`src/rtl/ibex_mult_pext_seq.sv`:
```
// Sequencer for the shared P-ext/M-ext multiplier: walks the low/high partial-product
// phases and the optional ALU-accumulate phase, holding the intermediate between phases.
module ibex_mult_pext_seq #(
    parameter int IMD_W = 34
) (
    input  logic             clk_i,
    input  logic             rst_ni,
    input  logic             mult_en_i,
    input  logic [1:0]       cycle_code_i,
    input  logic             kill_i,
    input  logic [IMD_W-1:0] partial_i,
    output logic [1:0]       mult_phase_o,
    output logic             mult_active_o,
    output logic             accum_en_o,
    output logic [IMD_W-1:0] partial_o,
    output logic             busy_o,
    output logic             valid_o
);

    // state  | meaning
    // ST_P0  | idle, or first (low) multiply phase of a new op
    // ST_P1  | second (high) multiply phase
    // ST_ACC | ALU accumulate of rd +/- product
    typedef enum logic [1:0] {
        ST_P0  = 2'd0,
        ST_P1  = 2'd1,
        ST_ACC = 2'd2
    } state_e;

    state_e           state_q, state_d;
    logic [1:0]       code_q, code_d;
    logic [IMD_W-1:0] partial_q, partial_d;
    logic             abort;

    // In later phases a dropped request is handled exactly like a flush.
    assign abort = kill_i | ~mult_en_i;

    always_ff @(posedge clk_i or negedge rst_ni) begin
        if (!rst_ni) begin
            state_q   <= ST_P0;
            code_q    <= 2'b00;
            partial_q <= '0;
        end else begin
            state_q   <= state_d;
            code_q    <= code_d;
            partial_q <= partial_d;
        end
    end

    always_comb begin
        state_d       = state_q;
        code_d        = code_q;
        partial_d     = partial_q;
        mult_phase_o  = 2'd0;
        mult_active_o = 1'b0;
        accum_en_o    = 1'b0;
        busy_o        = 1'b0;
        valid_o       = 1'b0;

        unique case (state_q)
            ST_P0: begin
                if (mult_en_i && !kill_i) begin
                    mult_active_o = 1'b1;
                    code_d        = cycle_code_i;
                    unique case (cycle_code_i)
                        2'b00: valid_o = 1'b1;
                        2'b10: begin
                            partial_d = partial_i;
                            state_d   = ST_ACC;
                        end
                        default: begin
                            partial_d = partial_i;
                            state_d   = ST_P1;
                        end
                    endcase
                end
            end
            ST_P1: begin
                mult_phase_o = 2'd1;
                busy_o       = 1'b1;
                if (abort) begin
                    state_d = ST_P0;
                end else begin
                    mult_active_o = 1'b1;
                    if (code_q[1]) begin
                        partial_d = partial_i;
                        state_d   = ST_ACC;
                    end else begin
                        valid_o = 1'b1;
                        state_d = ST_P0;
                    end
                end
            end
            ST_ACC: begin
                mult_phase_o = 2'd2;
                busy_o       = 1'b1;
                state_d      = ST_P0;
                if (!abort) begin
                    accum_en_o = 1'b1;
                    valid_o    = 1'b1;
                end
            end
            default: state_d = ST_P0;
        endcase
    end

    assign partial_o = partial_q;

endmodule
```
`config.mk`:
```
export PLATFORM = sky130hd
export DESIGN_NAME = ibex_mult_pext_seq
export DESIGN_NICKNAME = d
export VERILOG_FILES = /design/src/rtl/ibex_mult_pext_seq.sv
export SDC_FILE = /design/constraint.sdc
export NUM_CORES = 1
export LEC_CHECK = 0
export CAP_MARGIN = 20
export CELL_PAD_IN_SITES_DETAIL_PLACEMENT = 1
export CELL_PAD_IN_SITES_GLOBAL_PLACEMENT = 1
export CORE_UTILIZATION = 29
export DETAILED_ROUTE_END_ITERATION = 6
export GPL_ROUTABILITY_DRIVEN = 0
export PLACE_DENSITY_LB_ADDON = 0.1
export REMOVE_ABC_BUFFERS = 1
export SLEW_MARGIN = 20
export SYNTH_ARGS = -nofsm -noshare
export SYNTH_HDL_FRONTEND = slang
export SYNTH_SLANG_ARGS = --single-unit
```
`constraint.sdc`:
```
create_clock -name clk_i -period 2 [get_ports clk_i]
set_clock_uncertainty 0.15 [all_clocks]
set_input_delay 0.4 -clock clk_i [delete_from_list [all_inputs] [get_ports clk_i]]
set_output_delay 0.4 -clock clk_i [all_outputs]
set_load 0.05 [all_outputs]
```
==> metrics.md <==
| Metric | Value |
|---|---|
| Kind of start point of the critical path | input port |
| Yosys warnings | 0 |
| Initial antenna violation count | 0 |
| Synthesized netlist cell count | 101 |
| Layout cells sized above 1 | 59.51% |
| Seq pwr share | 24.2% |
| Clock tree buffer depth | 2 |
| CP max-delay cell | clkdlybuf4s50_1 |
| Pint | 3.044 mW |
| Tmin final | 2.068 ns |
| Syn Area/Cell | 16.70 sq um |
| Crit Path Class | input port to output pin |
| Clock Latency Late Sink | 0.28 ns |
| Cell Area, Synth | 1687 sq um |
| HPWL Detailed | 3043 um |
| Sequential area share after synthesis | 54.90% |
| Clock-pin transition on the worst setup and hold timing paths | 0.08 ns |
| Sw frac | 46.75% |
| RSZ-0062 raised after global routing | true |
| Cells along the critical path | clkdlybuf4s50_1 -> nor2_2 -> a211oi_4 -> nor3_4 -> buf_12 |
| WP data arrival | 1.52 ns |
| Router iterations before antenna repair | 2 |
| Total power | 5.717 mW |
| Layout Cells excl Fill | 277 |
| Power per cell area | 1943 nW/um^2 |
| 1st-iter DRT viols | 16 |
| Die ar. | 6125 sq um |
| Die Y | 78.26 um |
| Yosys reg bits | 37 |
| Antenna Cells | 0 |
| Static leakage | 1.331 nW |
| Max-slew violations | 0 |
| Area grow syn2layout | 74.41% |
| Vias in the first global route | 1,282 |
| Utilization after layout | 53.09% |
| Outcome | complete, but fails checks |
| Max frequency | 0.4835 GHz |
| First-pass GRT wire length | 6734 um |
| Setup WS post-layout | -0.06827 ns |
| Routed Antenna Nets | 0 |
| Hold Path Class | register to register |
| Psw | 2.673 mW |
| Slew @ Worst Pin | 0.4559 ns |
| CTS sink count | 37 |
| Vias per cell | 4.278 |
| Remaining DRCs | 0 |
| TritonCTS clock tree | built |
| Global route total overflow | 0 |
| Initial Util | 30.44% |
| H-tree Lvls | 2 |
| Comb power frac | 66.9% |
| Max-cap violations | 0 |
| CTS Buf Count | 5 |
| Final std cell area, no fill | 2942 sq um |
| Crit-path max FO | 3 |
| Post-Route WL | 4580 um |
| VDD IR max | 931.5 uV |
| Nets | 249 |
| Clk pwr share | 8.9% |
| DP Area | 2609 sq um |
| Netlist cell types | 23 |
| Final hold viol count | 0 |
| Die width | 78.26 um |
| Failing checks | negative setup slack |
| Core area | 5540 sq um |
| Crit. End Element | output pin |
| Placed insts | 261 |
| Largest net degree at the start of global routing | 35 |
| Cell Rows | 27 |
| Critical Path RT | 1.45 ns |
| Final setup vio count | 36 |
| Final period util | 103.4% |
| Vias | 1,185 |
| Root buffer cell | clkbuf_8 |
| Relative slew slack | 69.61% |
| Overall Global Routing Usage | 14.41% |
| Top Ports | 80 |
| Avg WL per Cell | 16.53 um |
| Max incr delay on CP | 0.43 ns |
| Buffers on Ports | 79 |
stage by stage:
stage,hold slack (ns),TNS (ns),worst slack [ns]
3_3_place_gp,0.2167,-9.308,-0.3031
5_1_grt,0.3860,-3.763,-0.1216
2_1_floorplan,-0.04559,-54.60,-1.652
4_1_cts,0.3707,-1.480,-0.08744
3_5_place_dp,0.2315,-10.75,-0.3540
6_report,0.3651,-1.553,-0.06827
layout by cell type, fill, tap and decap left out, drive strengths merged:
cell | synthesis | final
buf | 3 | 59
clkdlybuf4s50 | 0 | 37
dfrtp | 37 | 37
mux2 | 35 | 35
clkbuf | 1 | 7
ha | 5 | 5
nor2 | 3 | 3
inv | 2 | 2
nor2b | 2 | 2
nand2 | 2 | 2
clkinv | 0 | 2
nand2b | 1 | 1
and2 | 1 | 1
a211oi | 1 | 1
nor3 | 1 | 1
a2111oi | 1 | 1
nand3 | 1 | 1
nand3b | 1 | 1
a21oi | 1 | 1
o2bb2a | 1 | 1
a21o | 1 | 1
a21boi | 1 | 1
clkinvlp | 0 | 1
dlygate4sd3 | 0 | 1
dlygate4sd2 | 0 | 1
final cells by class:
type                    instances  area [sq um]
multi-input cells              58         828.3
fillers                       566          2599
well taps                      72         90.09
clock buffers                   5         68.82
clock inverters                 3         17.52
inverters                       2         7.507
repair buffers                100          1002
flip-flops and latches         37         927.1
Yosys cell counts (all sizes together):
cell type   n  area (sq um)
inv         2         7.510
clkbuf      1         5.000
and2        1         6.260
nor2        3         13.77
a21o        1         8.760
nand3       1         5.000
nor2b       2         20.02
nor3        1         5.000
a21boi      1         7.510
buf         3         33.78
a211oi      1         7.510
nand3b      1         7.510
dfrtp      37         925.9
nand2       2         7.510
ha          5         62.56
nand2b      1         13.76
o2bb2a      1         10.01
a2111oi     1         27.53
a21oi       1         5.000
mux2       35         506.7
what timing repair did:
item	4_1_cts	5_1_grt
hold buffers	1	0
pin swaps	4	5
buffers inserted	3	1
endpoints found under the setup margin	37	37
cloned	0	4
hold endpoints to repair	19	0
resized for setup	24	13
path summary, 6_finish.rpt:
check,start,to,slack [ns],cells after the start
worst max-delay path,cycle_code_i[1],valid_o,-0.07,5
worst min-delay path,partial_o[20],partial_o[20],0.37,1
worst max register to register,state_q[0],partial_o[30],-0.06,7
worst min register to register,partial_o[20],partial_o[20],0.37,1
max in group asynchronous,rst_ni,state_q[0],0.62,3
min in group asynchronous,rst_ni,partial_o[14],0.45,2
worst max-delay path: cells and delay by family:
kind	cells	cell delay (ns)
AOI/OAI and AO/OA	1	0.11
buffers and inverters	2	0.59
and+or+nand+nor	2	0.42
cell families after synthesis:
| logic type | Yosys count | synth area share [%] |
|---|---|---|
| simple gates | 12 | 4.674 |
| buf+inv | 6 | 2.745 |
| compound gates | 6 | 3.932 |
| fa+ha+maj | 5 | 3.709 |
| mux | 35 | 30.04 |
| flops | 37 | 54.90 |
power groups by stage:
stage,Sequential (mW),Clock (mW),Combinational (mW)
2_1_floorplan,2.59,0,1.05
3_3_place_gp,1.37,0,3.40
3_5_place_dp,1.37,0,3.45
4_1_cts,1.38,0.527,3.69
5_1_grt,1.44,0.553,3.97
6_report,1.38,0.507,3.83
per-layer routing:
| metal | up-vias | global-route usage (%) | wire, um |
|---|---|---|---|
| met2 | 36 | 24.04 | 2353 |
| met1 | 587 | 18.08 | 1994 |
| li1 | 558 | - | - |
| met4 | 0 | 4.444 | 38 |
| met3 | 4 | 3.953 | 192 |
| met5 | - | 0 | 0 |
registers in the layout (all words and copies together), names as in the netlist:
register   count
code_q         1
partial_o     34
state_q        2
No activity file was read; power rests on OpenSTA's default activity.
